$ cat src/rtl/multi_dataflow_engine_ctrl.sv
// rtl/multi_dataflow_engine_ctrl.sv - engine-side start/beat-count/done responder for the HWPE control FSM
module multi_dataflow_engine_ctrl #(
  parameter int CNT_LEN = 1024,
  parameter int CNT_W   = $clog2(CNT_LEN) + 1
) (
  input  logic             clk_i,
  input  logic             rst_ni,
  input  logic             clear_i,
  input  logic             enable_i,
  input  logic             start_i,
  input  logic [CNT_W-1:0] cnt_limit_i,
  input  logic             out_valid_i,
  input  logic             out_ready_i,
  output logic             ap_start_o,
  input  logic             ap_ready_i,
  input  logic             ap_done_i,
  input  logic             ap_idle_i,
  output logic [CNT_W-1:0] cnt_o,
  output logic             done_o,
  output logic             ready_o
);

  typedef enum logic [1:0] {
    ST_IDLE = 2'd0,
    ST_RUN  = 2'd1,
    ST_DONE = 2'd2
  } state_t;

  state_t           state_q;
  logic [CNT_W-1:0] cnt_q;
  logic [CNT_W-1:0] limit_q;
  logic             ap_start_q;
  logic             done_q;
  logic             kdone_seen_q;
  logic             cnt_hit_q;

  logic [CNT_W-1:0] cnt_inc;
  logic             beat;
  logic             last_beat;
  logic             kdone_now;
  logic             unused_idle;

  // Kernel idle is status only; it never steers sequencing.
  assign unused_idle = ap_idle_i;

  // Per-cycle RUN events: a counted beat, the beat that reaches the limit, kernel done seen so far.
  always_comb begin
    cnt_inc   = cnt_q + CNT_W'(1);
    beat      = out_valid_i & out_ready_i & ~cnt_hit_q;
    last_beat = beat & (cnt_inc == limit_q);
    kdone_now = kdone_seen_q | ap_done_i;
  end

  // Job FSM with registered outputs; clear beats enable, enable beats normal operation.
  always_ff @(posedge clk_i or negedge rst_ni) begin
    if (!rst_ni) begin
      state_q      <= ST_IDLE;
      cnt_q        <= '0;
      limit_q      <= '0;
      ap_start_q   <= 1'b0;
      done_q       <= 1'b0;
      kdone_seen_q <= 1'b0;
      cnt_hit_q    <= 1'b0;
    end else if (clear_i) begin
      state_q      <= ST_IDLE;
      cnt_q        <= '0;
      ap_start_q   <= 1'b0;
      done_q       <= 1'b0;
      kdone_seen_q <= 1'b0;
      cnt_hit_q    <= 1'b0;
    end else if (enable_i) begin
      case (state_q)
        ST_IDLE: begin
          if (start_i) begin
            limit_q      <= cnt_limit_i;
            cnt_q        <= '0;
            kdone_seen_q <= 1'b0;
            cnt_hit_q    <= 1'b0;
            if (cnt_limit_i == '0) begin
              // Empty job: no kernel start, report completion straight away.
              state_q <= ST_DONE;
              done_q  <= 1'b1;
            end else begin
              state_q    <= ST_RUN;
              ap_start_q <= 1'b1;
            end
          end
        end
        ST_RUN: begin
          if (ap_ready_i) ap_start_q <= 1'b0;
          if (beat) cnt_q <= cnt_inc;
          if (last_beat) cnt_hit_q <= 1'b1;
          if (ap_done_i) kdone_seen_q <= 1'b1;
          if ((cnt_hit_q | last_beat) & kdone_now) begin
            state_q    <= ST_DONE;
            done_q     <= 1'b1;
            // The job is over, so a start the kernel never acknowledged must not linger.
            ap_start_q <= 1'b0;
          end
        end
        ST_DONE: begin
          state_q      <= ST_IDLE;
          done_q       <= 1'b0;
          kdone_seen_q <= 1'b0;
          cnt_hit_q    <= 1'b0;
        end
        default: begin
          state_q    <= ST_IDLE;
          done_q     <= 1'b0;
          ap_start_q <= 1'b0;
        end
      endcase
    end
  end

  assign ap_start_o = ap_start_q;
  assign cnt_o      = cnt_q;
  assign done_o     = done_q;
  assign ready_o    = (state_q == ST_IDLE);

endmodule

$ cat config.mk
export PLATFORM = sky130hd
export DESIGN_NAME = multi_dataflow_engine_ctrl
export DESIGN_NICKNAME = d
export VERILOG_FILES = /design/src/rtl/multi_dataflow_engine_ctrl.sv
export SDC_FILE = /design/constraint.sdc
export NUM_CORES = 1
export LEC_CHECK = 0
export ABC_CLOCK_PERIOD_IN_PS = 5400
export CORE_UTILIZATION = 40
export CTS_CLUSTER_DIAMETER = 150
export CTS_CLUSTER_SIZE = 40
export DETAILED_ROUTE_END_ITERATION = 6
export PLACE_DENSITY_LB_ADDON = 0.15
export REMOVE_ABC_BUFFERS = 1
export SLEW_MARGIN = 20
export SYNTH_ARGS = -nofsm -noshare
export SYNTH_HDL_FRONTEND = slang
export SYNTH_SLANG_ARGS = --single-unit
$ cat constraint.sdc
create_clock -name clk_i -period 5.4 [get_ports clk_i]
set_input_delay 0.54 -clock clk_i [delete_from_list [all_inputs] [get_ports clk_i]]
set_output_delay 0.54 -clock clk_i [all_outputs]
set_load 0.005 [all_outputs]
==> results of run 1 <==
==> path summary, 6_finish.rpt <==
| path | cells after the start | end | start |
|---|---|---|---|
| max reg2reg | 7 | state_q[1] | cnt_o[0] |
| min in group asynchronous | 2 | cnt_o[8] | rst_ni |
| min | 2 | done_o | done_o |
| min reg2reg | 2 | done_o | done_o |
| max | 7 | state_q[1] | cnt_o[0] |
| max in group asynchronous | 2 | limit_q[3] | rst_ni |
==> worst max-delay path: stages (launching register included) <==
cell	delay, ns
dfrtp_1	0.48
ha_1	0.36
nand2b_1	0.11
o211a_1	0.21
o32a_1	0.38
nor4_4	0.35
a31oi_2	0.20
a221oi_2	0.29
==> power by group through the flow <==
stage                     Sequential, uW  Combinational (uW)  Clock [uW]
after floorplan                      263                 134           0
after global placement               272                 178           0
after detailed placement             274                 185           0
after CTS                            269                 186         120
after global routing                 273                 205         131
final                                269                 185         116
==> synth_stat cells (all sizes together) (3+ instances only) <==
cell / instances
o21ai: 18
nand2b: 5
and3: 3
nor4: 3
dfrtp: 28
nor2: 13
a31oi: 6
a21oi: 11
nor3: 6
mux2: 11
clkbuf: 3
ha: 4
xor2: 5
nand3: 6
xnor2: 7
buf: 5
o31ai: 6
nand2: 16
inv: 5
==> final cells by class <==
cell class | count | share of cell area [%]
clock buffer | 3 | 1.87
inverter | 5 | 0.851
multi-input combinational | 150 | 47.2
sequential | 28 | 31.8
tap | 52 | 2.95
timing repair buffer | 34 | 15.3
==> per-layer routing <==
layer  global-route usage [%]  routed length [um]  vias up  share of wire [%]
met1                     27.2                2040      753                 46
met3                     2.47                 222        6                5.0
met4                     5.67                  44        0                1.0
li1                         -                   -      769                  -
met2                     32.5                2110       54                 48
met5                        0                   0        -                  0
==> through the flow <==
| step | setup slack (ns) | hold WS [ns] |
|---|---|---|
| after floorplan | 3.21 | 0.244 |
| after global placement | 2.83 | 0.479 |
| after detailed placement | 2.80 | 0.483 |
| after CTS | 2.92 | 0.506 |
| after global routing | 2.77 | 0.557 |
| final | 2.94 | 0.501 |
==> registers in the layout, summed over array words and instances (netlist names) <==
signal / cells
ap_start_o: 1
cnt_hit_q: 1
cnt_o: 11
done_o: 1
kdone_seen_q: 1
limit_q: 11
state_q: 2
==> kinds of logic (layout without fill, tap and decap cells) <==
| kind of cell | Yosys count | in the layout |
|---|---|---|
| fa+ha+maj | 4 | 4 |
| mux | 13 | 13 |
| buf+inv | 13 | 42 |
| simple gates | 66 | 66 |
| compound gates | 55 | 55 |
| flops | 28 | 28 |
| xor+xnor | 12 | 12 |
==> reports/metrics.yaml, run 1 <==
status: "complete, no violations"
intPower_uw: 387
postLayoutCoreUtil_pct: 50.7
synth_area_leader_cell: "dfrtp_1"
htreeDepth: 1
final_cell_mix: "33 x clkdlybuf4s50_1, 28 x dfrtp_1, 16 x nand2_1, 12 x nor2_1"
place_area_um2: 2160
syn-mean-instance-area_um2: 9.47
synth_top_family_by_area: "compound AO/OA/AOI/OAI gates"
synth-edff-count: 0
nets: 247
grtUsageTotal_pct: 19.7
startpoint_type: "flop"
slew_viol_final: 0
gp_congestion: 0.844
syn_area_um2: 1810
wire_per_inst_um: 16.3
diodes: 0
p_clk_share_pct: 20.4
core_area_um2: 4350
yosys.area_share.simple_pct: 20.2
synth_area_leaders: "dfrtp_1 39%, mux2_2 6.8%, xnor2_1 3.4%"
switching_share_pct: 32.1
drt_iter0_drc: 117
power_density_nw_per_um2: 258
yosysUniqueCellTypes: 51
drc: 0
multiInputGateArea_um2: 1040
ys_seq_area_share_pct: 38.7
synth_fa_ha_area_share_pct: 2.77
seq_area_um2: 701
grt_max_degree: 29
initial_utilization_pct: 41.6
synthXorXnorAreaFrac_pct: 5.81
period_minus_slack_ns: 2.46
arrival_ns: 2.66
clockBufferDepth: 2
synth-compound-area-share_pct: 20.9
power_switching_uw: 183
hold_path_class: "flop to flop"
power.share.combinational_pct: 32.4
ys_seq_elements: 28
synth_top_area_share_pct: 38.7
grt.overflow.total: 0
p_total_uw: 570
leakage_uw: 0.000888
cts_buffers: 3
worstSetupPathType: "flop to flop"
antenna_left: 0
fillCellCount: 394
ctsResizeCount: 0
setup_viol: 0
tightest_slew_ns: 1.01
relSlewSlack_pct: 32.2
ys_warn_count: 0
crit_fanout: 8
fin_skew_ns: 0.00441
endpoint_kind: "flop"
vdd_ir_drop_max_v: 0.000134
antenna_found_initial: 0
vias: 1582
clk_pin_slew_worst_paths_ns: 0.10
fin_crit_sh_pct: 45.6
synthFlopType: "dfrtp_1"
fin_setup_tns_ns: 0
final-instance-count-excl-fill: 272
hold_viol: 0
ctsHoldBuffers: 0
insertion_delay_ns: 0.28
dr.pass1.iters: 4
dpl.cell_count: 269
synthArstFlopShare_pct: 100
final_common_cell: "clkdlybuf4s50_1"
drv_cap: 0
cts_tree: "built"
dp_hpwl_mm: 3.37
grt_pass1_wl_mm: 7.73
wl_mm: 4.42
viasPerCell: 5.82
stdcell_area_um2: 2210
synthMuxAreaShare_pct: 7.95
crit_required_ns: 5.59
area_growth_pct: 21.9
rsz0062_at_grt: "no"
io_pins: 35
r2r_slack_ns: 2.94
die-width_um: 69.3
die-area_um2: 4800
die_y_um: 69.3
post_cts_buffers: 0
row_count: 24
grt_pass1_vias: 1588
drive_gt1_share_pct: 10.5
cts_root_buf: "clkbuf_8"
pwr-share-seq_pct: 47.2
cts_sinks: 28
syn_inst: 191
port_buffers: 33
fmax_mhz: 406
Note: power is estimated with default switching activity, not from simulation.
==> run 2: changes to the inputs <==
ABC_CLOCK_PERIOD_IN_PS = 2200   (was 5400)
clock period = 2.2 ns   (was 5.4 ns; I/O delays follow)
==> reports/metrics.yaml, run 2 (synthesis gave the netlist of run 1 again) <==
slowest_delay_ns: 0.51  # was 0.48 ns
final_cell_mix: "33 x clkdlybuf4s50_1, 27 x dfrtp_1, 18 x buf_4, 16 x nand2_1"  # was 33 x clkdlybuf4s50_1, 28 x dfrtp_1, 16 x nand2_1, 12 x nor2_1
grt_max_degree: 29  # unchanged
crit_fanout: 7  # was 8
slew_viol_final: 0  # unchanged
htreeDepth: 1  # unchanged
slowest_stage: "or4_4"  # was dfrtp_1
leakage_uw: 0.000983  # was 0.000888 uW
crit_required_ns: 2.36  # was 5.59 ns
dr.pass1.iters: 4  # unchanged
period_minus_slack_ns: 2.10  # was 2.46 ns
cts_buffers: 3  # unchanged
final_common_cell: "clkdlybuf4s50_1"  # unchanged
grt_pass1_vias: 1627  # was 1588
fillCellCount: 368  # was 394
die-width_um: 69.3  # unchanged
tightest_slew_ns: 0.585  # was 1.01 ns
drive_gt1_share_pct: 21.0  # was 10.5%
drv_cap: 0  # unchanged
clockBufferDepth: 2  # unchanged
fin_crit_sh_pct: 95.3  # was 45.6%
clk_pin_slew_worst_paths_ns: 0.10  # about the same
endpoint_kind: "flop"  # unchanged
arrival_ns: 2.26  # was 2.66 ns
cts_sinks: 28  # unchanged
port_buffers: 33  # unchanged
viasPerCell: 5.66  # was 5.82
grtUsageTotal_pct: 20.1  # was 19.7%
cts_root_buf: "clkbuf_8"  # unchanged
drt_iter0_drc: 88  # was 117
initial_utilization_pct: 41.6  # unchanged
antenna_left: 0  # unchanged
vdd_ir_drop_max_v: 0.000293  # was 0.000134 V
dp_hpwl_mm: 3.48  # was 3.37 mm
critical_path.cell_chain: "buf_4 -> and4_4 -> and3b_1 -> or4_4 -> a21o_1 -> o311ai_1 -> o211ai_1"  # was ha_1 -> nand2b_1 -> o211a_1 -> o32a_1 -> nor4_4 -> a31oi_2 -> a221oi_2
rsz0062_at_grt: "no"  # unchanged
status: "complete, no violations"  # unchanged
power_density_nw_per_um2: 613  # was 258 nW/um2
diodes: 0  # unchanged
grt_pass1_wl_mm: 7.76  # was 7.73 mm
cts_tree: "built"  # unchanged
io_pins: 35  # unchanged
die_y_um: 69.3  # unchanged
worst_slack_ns: 0.103  # was 2.94 ns
fmax_mhz: 477  # was 406 MHz
hold_viol: 0  # unchanged
row_count: 24  # unchanged
gp_congestion: 0.869  # was 0.844
wire_per_inst_um: 15.6  # was 16.3 um
area_growth_pct: 32.7  # was 21.9%
fin_skew_ns: 0.00480  # was 0.00441 ns
nets: 264  # was 247
drc: 0  # unchanged
hold_path_class: "input port to async pin"  # was flop to flop
core_area_um2: 4350  # unchanged
wl_mm: 4.52  # was 4.42 mm
startpoint_type: "flop"  # unchanged
relSlewSlack_pct: 60.9  # was 32.2%
die-area_um2: 4800  # unchanged
postLayoutCoreUtil_pct: 55.1  # was 50.7%
grt.overflow.total: 0  # unchanged
setup_viol: 0  # unchanged
place_ws_ns: 0.00975  # was 2.80 ns
timing.hold.ws_ns: 0.307  # was 0.501 ns
insertion_delay_ns: 0.28  # about the same
worstSetupPathType: "flop to flop"  # unchanged
vias: 1640  # was 1582
antenna_found_initial: 0  # unchanged
fin_setup_tns_ns: 0  # unchanged
-- run 2: cell types whose count changed in the layout (fill, tap and decap cells not counted), sizes merged --
| cell | delta |
|---|---|
| buf | +17 |
| clkbuf | +1 |
-- run 2: worst paths after layout --
| kind | start | to | slack (ns) | cells after the start |
|---|---|---|---|---|
| max in group asynchronous | rst_ni | cnt_o[3] | 1.61 | 2 |
| setup reg to reg | cnt_o[0] | ap_start_o | 0.10 | 7 |
| setup / recovery | cnt_o[0] | ap_start_o | 0.10 | 7 |
| min in group clk_i | done_o | done_o | 0.51 | 2 |
| hold reg to reg | done_o | done_o | 0.51 | 2 |
| hold / removal | rst_ni | cnt_o[8] | 0.31 | 2 |
-- run 2: metal layers --
metal	vias to the layer above	global-route usage (%)	wire [um]
li1	805	-	-
met1	772	27.5	2060
met2	51	32.7	2130
met3	12	1.89	234
met4	0	8.16	99
met5	-	0	0
-- run 2: final cells by class --
| type | instances | area [um2] | area share (%) |
|---|---|---|---|
| Multi-Input combinational cell | 150 | 1090 | 45.6 |
| Sequential cell | 28 | 702 | 29.2 |
| Timing Repair Buffer | 51 | 465 | 19.4 |
| Tap cell | 52 | 65.1 | 2.71 |
| Clock buffer | 4 | 55.1 | 2.29 |
| Inverter | 5 | 18.8 | 0.782 |
-- run 2: report_power, final --
part / internal [uW] / total, uW / switching (uW)
combinational: 248 / 482 / 234
sequential: 594 / 658 / 64.0
clock: 161 / 333 / 172
-- run 2: through the flow --
stage               area, um2  cells  power [uW]
CTS                      2340    288        1470
finish                   2400    290        1470
floorplan                1760    183         974
global placement         2280    284        1120
global route             2400    290        1560
detailed placement       2280    284        1130
-- run 2: what timing repair did --
action                                  in CTS  in global routing
hold buffers                                 0                  0
gates cloned                                 0                  0
endpoints found under the setup margin       1                 16
setup buffers                                0                  2
pin swaps                                    0                  2
gates resized for setup                      1                 11
-- run 2: critical path: cells and delay by family (launching register included) --
family,cells,cell delay [ns]
AND/OR/NAND/NOR,3,0.84
AO/OA/AOI/OAI,3,0.56
flip-flops,1,0.40
buffers and inverters,1,0.16
